**config.mk**
```make
export PLATFORM = sky130hd
export DESIGN_NAME = lsu_subword
export DESIGN_NICKNAME = d
export VERILOG_FILES = /design/src/rtl/lsu_subword.sv
export SDC_FILE = /design/constraint.sdc
export NUM_CORES = 1
export LEC_CHECK = 0
export ABC_AREA = 1
export CORE_MARGIN = 1.5
export CORE_UTILIZATION = 48
export DETAILED_ROUTE_END_ITERATION = 7
export GPL_ROUTABILITY_DRIVEN = 0
export PLACE_DENSITY = 0.81
export SLEW_MARGIN = 20
export SYNTH_ARGS = -nofsm -noshare
export SYNTH_HDL_FRONTEND = slang
export SYNTH_SLANG_ARGS = --single-unit
```
**constraint.sdc**
```tcl
create_clock -name clk -period 2.1 [get_ports clk]
set_input_delay 0.21 -clock clk [delete_from_list [all_inputs] [get_ports clk]]
set_output_delay 0.21 -clock clk [all_outputs]
set_load 0.01 [all_outputs]
```
**src/rtl/lsu_subword.sv**
```systemverilog
// Sub-word load/store unit in front of a word-only registered data memory.
// Handles byte/half/word access, read-modify-write stores and misalignment rejection.
module lsu_subword #(
  parameter int ADDR_W = 10
) (
  input  logic              clk,
  input  logic              rst_n,
  input  logic              req,
  input  logic              we,
  input  logic [1:0]        size,
  input  logic              unsigned_ld,
  input  logic [ADDR_W+1:0] byte_addr,
  input  logic [31:0]       wdata,
  output logic              busy,
  output logic              done,
  output logic [31:0]       rdata,
  output logic              misalign,
  output logic [ADDR_W-1:0] mem_address,
  output logic [31:0]       mem_writedata,
  output logic              mem_memread,
  output logic              mem_memwrite,
  input  logic [31:0]       mem_readdata
);

  typedef enum logic [2:0] {IDLE, RD, CAP, WR, DONE} state_t;

  state_t            state_reg, state_next;
  logic              we_reg;
  logic [1:0]        size_reg;
  logic              uns_reg;
  logic [1:0]        off_reg;
  logic [ADDR_W-1:0] addr_reg;
  logic [31:0]       merge_reg;
  logic              mis_reg;
  logic [31:0]       rdata_reg;

  logic        accept;
  logic        bad;
  logic [7:0]  lane_byte;
  logic [15:0] lane_half;
  logic [31:0] load_val;
  logic [31:0] merged;

  assign accept = (state_reg == IDLE) && req;
  assign bad    = (size == 2'b11) ||
                  (size == 2'b01 && byte_addr[0]) ||
                  (size == 2'b10 && byte_addr[1:0] != 2'b00);

  always_ff @(posedge clk or negedge rst_n) begin
    if (!rst_n) state_reg <= IDLE;
    else        state_reg <= state_next;
  end

  always_comb begin
    state_next = state_reg;
    case (state_reg)
      IDLE: begin
        if (req) begin
          if (bad)               state_next = DONE;
          else if (!we)          state_next = RD;
          else if (size == 2'b10) state_next = WR;
          else                   state_next = RD;
        end
      end
      RD:      state_next = CAP;
      CAP:     state_next = we_reg ? WR : DONE;
      WR:      state_next = DONE;
      DONE:    state_next = IDLE;
      default: state_next = IDLE;
    endcase
  end

  always_comb begin
    busy          = (state_reg != IDLE);
    done          = (state_reg == DONE);
    misalign      = (state_reg == DONE) && mis_reg;
    mem_memread   = (state_reg == RD);
    mem_memwrite  = (state_reg == WR);
    mem_address   = addr_reg;
    mem_writedata = merge_reg;
    rdata         = rdata_reg;
  end

  // Little-endian lane extraction from the word captured in CAP.
  always_comb begin
    lane_byte = 8'h00;
    lane_half = off_reg[1] ? mem_readdata[31:16] : mem_readdata[15:0];
    case (off_reg)
      2'd0:    lane_byte = mem_readdata[7:0];
      2'd1:    lane_byte = mem_readdata[15:8];
      2'd2:    lane_byte = mem_readdata[23:16];
      default: lane_byte = mem_readdata[31:24];
    endcase
    case (size_reg)
      2'b00:   load_val = {{24{~uns_reg & lane_byte[7]}}, lane_byte};
      2'b01:   load_val = {{16{~uns_reg & lane_half[15]}}, lane_half};
      default: load_val = mem_readdata;
    endcase
  end

  // merge_reg still holds the latched store data when CAP is reached.
  always_comb begin
    merged = mem_readdata;
    if (size_reg == 2'b00)
      merged[{off_reg, 3'b000} +: 8] = merge_reg[7:0];
    else if (size_reg == 2'b01)
      merged[{off_reg[1], 4'b0000} +: 16] = merge_reg[15:0];
  end

  always_ff @(posedge clk or negedge rst_n) begin
    if (!rst_n) begin
      we_reg    <= 1'b0;
      size_reg  <= 2'b00;
      uns_reg   <= 1'b0;
      off_reg   <= 2'b00;
      addr_reg  <= '0;
      merge_reg <= 32'h0;
      mis_reg   <= 1'b0;
      rdata_reg <= 32'h0;
    end else begin
      if (accept) begin
        we_reg    <= we;
        size_reg  <= size;
        uns_reg   <= unsigned_ld;
        off_reg   <= byte_addr[1:0];
        addr_reg  <= byte_addr[ADDR_W+1:2];
        merge_reg <= wdata;
        mis_reg   <= bad;
      end
      if (state_reg == CAP) begin
        if (we_reg) merge_reg <= merged;
        else        rdata_reg <= load_val;
      end
    end
  end

endmodule

```
**Word-level counts from Yosys, hierarchy flattened**

Cells that the tools add are included.

- Register bits after elaboration: 84
- Output and inout port bits: 79
- Logic and storage cells: 58

- $add $sub $neg: 2
- Eq/ne operators: 11
- Shift operators: 4
- Multiplexer cells: 16
- Bitwise logic cells: 4
- Reductions and logical operators: 12

Operators by type and width:

| operator | number |
|---|---|
| $mux 32 | 5 |
| $bwmux 32 | 2 |
| $pmux 32 s2 | 1 |
| $shift 16x7->32 const A | 1 |
| $shift 8x7->32 const A | 1 |
| $shiftx 16x7->32 | 1 |
| $shiftx 8x7->32 | 1 |
| $pmux 8 s3 | 1 |
| $mux 16 | 1 |
| $neg 5->7 | 2 |
| $pmux 3 s4 | 1 |
| $mux 3 | 3 |
| $eq 2x1->1 const B | 3 |
| $eq 2x2->1 const B | 3 |
| $eq 3x2->1 const B | 2 |
| $logic_and 1x1->1 | 4 |
| $logic_not 2->1 | 2 |
| $mux 2 | 2 |
| $eq 3x1->1 const B | 1 |
| $eq 3x3->1 const B | 1 |
| $logic_not 3->1 | 1 |
| $reduce_bool 3->1 | 1 |
| $and 1x1->1 | 2 |
| $logic_or 1x1->1 | 2 |
| other kinds (4) | 5 |

**Longest topological paths before layout**

Gate-level depths: netlist (run 1).

- Depth in word-level cells: 7
- Mapped depth: 13

**Least setup slack after synthesis (run 1)**

OpenSTA, ideal clock, no wires.

- Path kind: flip-flop to flip-flop
- Start point: register off_reg[0]
- End point: register merge_reg[23] (netlist: mem_writedata[23])
- Setup time: 0.121 ns
- Data arrival time: 1.736 ns
- Path slack: 0.243 ns
- Stages on the path, launching flop included: 10
- Cell sequence: dfrtp_1 buf_2 inv_1 ha_1 clkinv_1 clkbuf_1 nand3_1 o21ai_0 nand3_1 nand2_1

- Word-level cells in the longest chain between the ends: 6

RTL lines:

| element | line | RTL |
|---|---|---|
| start, declared | 31 | `logic [1:0] off_reg;` |
| start signal, assigned | 125 | `off_reg <= byte_addr[1:0];` |
| $neg 5->7 * | 105 | `merged[{off_reg, 3'b000} +: 8] = merge_reg[7:0];` |
| $shiftx 8x7->32 or $shift 8x7->32 (tied branches) | 105 |  |
| $bwmux 32 * | 105 |  |
| $mux 32 * | 104 | `if (size_reg == 2'b00)` |
| $mux 32 * | 131 | `if (we_reg) merge_reg <= merged;` |
| $mux 32 * | 130 | `if (state_reg == CAP) begin` |
| end signal, assigned | 127 | `merge_reg <= wdata;` |
| end signal, assigned | 131 |  |
| end, declared | 33 | `logic [31:0] merge_reg;` |

Every way passes the cells marked *; elsewhere a longest branch is shown, timed or not.
A chain may end at the register's enable or synchronous reset.

**Worst setup path in the final report (run 1)**

- Start point: register state_reg[1]
- End point: output port mem_memwrite

- Word-level cells in the longest chain between the ends: 1

RTL lines:

| element | line | RTL |
|---|---|---|
| start, declared | 27 | `state_t state_reg, state_next;` |
| start signal, assigned | 51 | `else state_reg <= state_next;` |
| $eq 3x2->1 | 78 | `mem_memwrite = (state_reg == WR);` |
| end, declared | 21 | `output logic mem_memwrite,` |

Every way passes these cells.

==> results.md, run 1 <==
* Status: finished clean
* Max_slew headroom at 58.2%
* # IOs at 162
* Worst-margin pin slew at 624 ps
* CTS tree: done
* Total CTS buffers at 9
* Setup TNS Final at 0 ps
* Largest cells by area after synthesis: dfrtp_1 39%, nand2_1 15%, nand3_1 9.9%, o211ai_1 5.7%, inv_1 5.6%
* Synthesis Warnings at 0
* Max Cap Viol at 0
* Initial Utilization at 49.7%
* Largest stage delay, worst path at 590 ps
* Crit-path cells: inv_1 > nor3_1 > clkdlybuf4s50_1
* # clock sinks at 84
* Finished Layout Cells at 1084
* IO buf count at 161
* Pleak at 0.00349 uW
* Mapped cell area at 0.00541 mm2
* Share of cells above drive strength 1 at 10.5%
* Syn_area_per_cell at 6.91 um2
* HPWL after detailed placement at 12800 um
* Worst reg2reg startpoint: off_reg[1]
* Num rows at 38
* Post-synth top flop: dfrtp_1
* Core box area at 0.0109 mm2
* Number of flops mapped to enable cells by yosys at 0
* Final Hold Fails at 0
* Clock skew at 12.8 ps
* Placed cell areas at 0.00722 mm2
* Post-synthesis cell count at 782
* Unique cell type count in the Yosys netlist at 28
* Residual DRC count at 0
* Diode count at 0
* Antenna viol nets, final at 0
* Kind of end point of the critical path: output port
* Total gr overflow at 0
* Worst slack at placement at 129 ps
* Mux cell area share after synthesis at 0%
* Period Utilization, post-route at 93.4%
* Crit path buf inv count at 2
* Synth Area in Compound Gates at 14.4%
* Simple-gate share of the synthesized area at 35.4%
* Worst setup margin at 138 ps
* Total GRT Usage at 29.5%
* DR vias at 5857
* Hold WC Path Type: primary input to asynchronous set/reset pin
* Wirelength per Cell at 15.8 um
* R2R depth at 10
* RSZ-0062 raised after global routing: false
* Total Nets Final at 1029
* H-tree Lvls at 3
* First-pass GRT wire length at 27200 um
* Crit start category: register
* Setup crit start: state_reg[1]
* Number of global-route vias before repair at 5465
* Crit path arrival time at 1750 ps
* Combinational family with the most area after synthesis: simple AND/OR/NAND/NOR gates
* Worst path required time at 1890 ps
* CP max-delay cell: clkdlybuf4s50_1
* Clk_lat worst skew at 370 ps
* Synthesized netlist net count at 871
* DIE HEIGHT at 109 um
* Die area at 0.0119 mm2
* Filler Cells Inserted at 936
* PwrDens at 1460 mW/mm2
* Max Freq at 510 MHz
* Ys async rst share at 100%
* Root buf cell: clkbuf_8
* Tot Pwr at 10800 uW
* Vias per cell at 5.40
* WL final at 17100 um
* Adder-cell share of the synthesized area at 1.39%
* Tmin final at 1960 ps
* Post-Synth XOR/XNOR Area at 0%
* Max Buffers Root-to-Sink at 2
* Placed Cells at 1067
* Register area share after synthesis at 38.9%
* Max-slew violations at 0
* #FFs+latches synth at 84
* Iter 0 DRT Violations at 468
* Reg2Reg Setup Slack at 200 ps
* Yosys top cell area share at 38.9%
* Leading area contributor after synthesis: dfrtp_1
* Dominant delay contributor by cell family on the critical path: buffers and inverters
* Synth-to-Final Area Change at 36.9%
* Die width at 109 um
* Worst-path clk slew at 90 ps
* TritonRoute pass-1 iters at 5
* R2r endpoint: mem_writedata[29]
* Initial antenna violation count at 0
* Peak VDD IR at 0.000804 V
* Setup CP Type: register to output port
* Worst-path fanout max at 4
* # setup viols final at 0
* Fin area at 0.00740 mm2
* Largest net degree at the start of global routing at 45
cells by family after synthesis:
| group | count (synthesis) |
|---|---|
| simple gates | 424 |
| compound gates | 134 |
| buf+inv | 134 |
| flops | 84 |
| fa+ha+maj | 6 |
layer usage:
layer  global-route usage, %  share of wire [%]
met5                       0                  0
met3                    5.98                8.2
met4                    12.2                2.9
met1                    39.6                 43
met2                    46.4                 46
power by group:
| group | leakage (uW) | internal (uW) | switching, uW |
|---|---|---|---|
| sequential | 0.000977 | 2450 | 570 |
| combinational | 0.00243 | 3100 | 3690 |
| clock | 0.0000831 | 425 | 598 |
| total | 0.00349 | 5970 | 4860 |
cells in the final DEF (no fill, tap or decap), drive strengths merged, types with 4 or more instances in the layout:
| cell type | Yosys | final |
|---|---|---|
| nand4 | 7 | 7 |
| dfrtp | 84 | 84 |
| o211ai | 41 | 41 |
| o21ai | 35 | 35 |
| nand3 | 111 | 111 |
| nor2 | 43 | 43 |
| ha | 6 | 6 |
| nand2 | 215 | 215 |
| a21oi | 57 | 57 |
| buf | 26 | 31 |
| clkdlybuf4s50 | 0 | 160 |
| or2 | 44 | 44 |
| inv | 88 | 88 |
| clkbuf | 19 | 11 |
| clkinv | 1 | 5 |
| nor3 | 4 | 4 |
synthesized netlist by cell type, types with 3 or more instances:
master / instances
nor3_1: 3
o211ai_1: 41
nand2_1: 213
clkbuf_1: 19
inv_1: 81
inv_2: 7
nand3_2: 4
or2_2: 34
ha_1: 6
nor2_1: 39
dfrtp_1: 84
a21oi_1: 57
buf_2: 23
nor2_2: 3
o21ai_0: 32
or2_0: 8
nand3_1: 107
nand4_1: 7
worst max path at each step:
stage | endpoint | depth (start not counted) | slack (ps)
2_1_floorplan | mem_writedata[23] | 9 | 240
3_3_place_gp | mem_writedata[29] | 10 | 150
3_5_place_dp | mem_writedata[25] | 10 | 130
4_1_cts | mem_writedata[29] | 10 | 110
5_1_grt | rdata[9] | 8 | 8
6_report | mem_memwrite | 3 | 140
metrics by stage:
step           utilization [%]  hold slack, ps
2_1_floorplan                -           -85.6
3_3_place_gp              66.3             106
3_5_place_dp              66.3             108
4_1_cts                   67.9             264
5_1_grt                   68.0             283
6_report                  68.0             259
layout make-up:
cell class	count	area (um2)	share of cell area [%]
timing repair buffer	192	1860	25.1
clock inverter	4	27.5	0.372
sequential	84	2100	28.4
inverter	89	334	4.51
clock buffer	11	131	1.78
multi-input combinational	564	2770	37.5
tap	140	175	2.37
worst register-to-register path: stages (launching register included):
cell	delay [ps]
dfrtp_2	450
inv_1	150
ha_1	310
clkinv_1	90
buf_4	200
nand2_1	70
nor2_1	210
nand3_1	120
nand2_1	90
nand3_1	80
nand2_1	60
what timing repair did:
action | CTS | global route
endpoints found under the setup margin | 0 | 19
buffers inserted | 0 | 1
hold endpoints to repair | 18 | 0
resized for setup | 0 | 2
hold buffers | 1 | 0
Power figures use the tool's default switching activity.
==> run 2, diff against run 1 <==
--- a/config.mk
+++ b/config.mk
@@ -9,6 +9,6 @@
 export CORE_MARGIN = 1.5
-export CORE_UTILIZATION = 48
+export CORE_UTILIZATION = 37
 export DETAILED_ROUTE_END_ITERATION = 7
 export GPL_ROUTABILITY_DRIVEN = 0
-export PLACE_DENSITY = 0.81
+export PLACE_DENSITY = 0.65
 export SLEW_MARGIN = 20
--- a/constraint.sdc
+++ b/constraint.sdc
@@ -3,2 +3,2 @@
 set_output_delay 0.21 -clock clk [all_outputs]
-set_load 0.01 [all_outputs]
+set_load 0.1 [all_outputs]
==> run 2 against run 1 <==
Core utilization decreased by 15 points. Global-route usage down 5.1 points. Cell area up 0.69%. Critical path type is now register to register. Largest cell class unchanged.
==> results.md, run 2 (synthesis results as in run 1) <==
* Setup TNS Final at 0 ps (unchanged)
* Initial Utilization at 38.4% (-11 points)
* Crit path arrival time at 2160 ps (+410 ps)
* Status: finished clean
* WL final at 18300 um (+7.3%)
* Diode count at 0 (unchanged)
* Max-slew violations at 0 (unchanged)
* Initial antenna violation count at 0 (unchanged)
* Die width at 124 um (+14%)
* Iter 0 DRT Violations at 430 (-8.1%)
* Max_slew headroom at 56.7% (-1.5 points)
* RSZ-0062 raised after global routing: false
* CTS tree: done
* Commonest cells after routing, fill and taps aside: 213 x nand2_1, 107 x nand3_1, 99 x buf_4
* Core box area at 0.0141 mm2 (+29%)
* Tmin final at 1880 ps (-82.6 ps)
* Worst slack at placement at 146 ps (+17.4 ps)
* Hold WC Path Type: primary input to asynchronous set/reset pin
* HPWL after detailed placement at 13600 um (+5.9%)
* # setup viols final at 0 (unchanged)
* R2r endpoint: mem_writedata[13]
* Synth-to-Final Area Change at 37.8%
* H-tree Lvls at 3 (unchanged)
* Crit start category: register
* DR vias at 5825 (-0.55%)
* Residual DRC count at 0 (unchanged)
* Total gr overflow at 0 (unchanged)
* Number of global-route vias before repair at 5453 (-0.22%)
* Placed Cells at 1105 (+3.6%)
* Worst-path clk slew at 70 ps (-20 ps)
* Setup CP Type: register to register
* Total GRT Usage at 24.4% (-5.1 points)
* Max Freq at 532 MHz (+4.4%)
* Worst path required time at 2380 ps (+490 ps)
* Final Hold Fails at 0 (unchanged)
* # clock sinks at 84 (unchanged)
* Leading cell type in the layout, fill and taps excluded: nand2_1
* Antenna viol nets, final at 0 (unchanged)
* Finished Layout Cells at 1122 (+3.5%)
* Kind of end point of the critical path: register
* DIE HEIGHT at 124 um (+14%)
* Vias per cell at 5.19 (-3.9%)
* Worst reg2reg startpoint: off_reg[1]
* Placed cell areas at 0.00715 mm2 (-0.90%)
* Period Utilization, post-route at 89.5% (-3.9 points)
* Clock skew at 6.10 ps (-6.68 ps)
* Reg2Reg Setup Slack at 220 ps (+20 ps)
* Total Nets Final at 1026 (-0.29%)
* Max Buffers Root-to-Sink at 2 (unchanged)
* Largest net degree at the start of global routing at 62 (+38%)
* Die area at 0.0153 mm2 (+29%)
* R2R depth at 8 (-2)
* Setup Fix Bufs, Post-CTS at 0 (unchanged)
* # IOs at 162 (unchanged)
* Num rows at 43 (+13%)
* Max Cap Viol at 0 (unchanged)
* Fin area at 0.00745 mm2 (+0.69%)
* Clk_lat worst skew at 360 ps (about the same)
* Worst-margin pin slew at 647 ps (+22.5 ps)
* IO buf count at 161 (unchanged)
* Share of cells above drive strength 1 at 19.0% (+8.5 points)
* Total CTS buffers at 9 (unchanged)
* Worst setup margin at 221 ps (+82.6 ps)
* TritonRoute pass-1 iters at 5 (unchanged)
* Worst-path fanout max at 12 (+8)
* Root buf cell: clkbuf_16
* Wirelength per Cell at 16.3 um (+3.6%)
* First-pass GRT wire length at 28500 um (+4.7%)
[run 2: changes by cell type in the layout (fill, tap and decap cells not counted), moves of 3 or more]
| cell | change |
|---|---|
| inv_6 | +3 |
| buf_4 | +69 |
| clkbuf_16 | +9 |
| clkdlybuf4s50_1 | -79 |
| buf_12 | +7 |
| clkbuf_8 | -8 |
[run 2: how the worst max path moves through the flow]
stage / depth (start not counted) / start / to
after floorplan: 3 / state_reg[0] / done
after global placement: 10 / off_reg[1] / mem_writedata[26]
after detailed placement: 10 / off_reg[1] / mem_writedata[26]
after CTS: 10 / off_reg[1] / mem_writedata[26]
after global routing: 8 / off_reg[1] / mem_writedata[9]
final: 8 / off_reg[1] / mem_writedata[13]
[run 2: layout make-up]
type                    count  area [um2]
multi-input cells         564        2780
clock inverters             6        46.3
inverters                  89         334
repair buffers            189        1720
flip-flops and latches     84        2100
well taps                 180         225
clock buffers              10         239
fillers                  1441        6650
[run 2: worst max-delay path, stage by stage, from the launching register on]
cell and delay (ps):
dfrtp_2 480, inv_1 190, ha_1 340, nand2_1 290, inv_1 220, nand3_1 90, nand2_1 80, nand2_1 40
o21ai_0 60
[run 2: through the flow]
| stage | hold slack, ps | util, % |
|---|---|---|
| global placement | 161 | 50.8 |
| floorplan | -85.6 | - |
| finish | 324 | 52.9 |
| CTS | 337 | 52.8 |
| detailed placement | 161 | 50.8 |
| global route | 365 | 52.9 |
[run 2: per-layer routing]
metal / wire length (um) / vias to the layer above / global-route usage (%)
met2: 8430 / 187 / 38.9
met4: 437 / 0 / 10.1
met1: 8360 / 2751 / 32.7
met5: 0 / - / 0
met3: 1110 / 28 / 4.35
li1: - / 2859 / -
[run 2: repair_timing]
item                                   in CTS  in global routing
setup endpoints to repair                   0                  7
resized for setup                           0                  1
endpoints found under the hold margin      25                  0
hold buffers                                1                  0
Power of run 2 is left out: the tool's default activity adds up to more than one toggle a clock period on the data nets, which glitch-free logic cannot reach.
==> run 3, diff against run 2 <==
- CAP_MARGIN: default -> 20
==> results of run 3 <==
Same layout as run 2: the final DEF is identical, and so are final timing and power.
Power of run 3 is left out for the same reason.
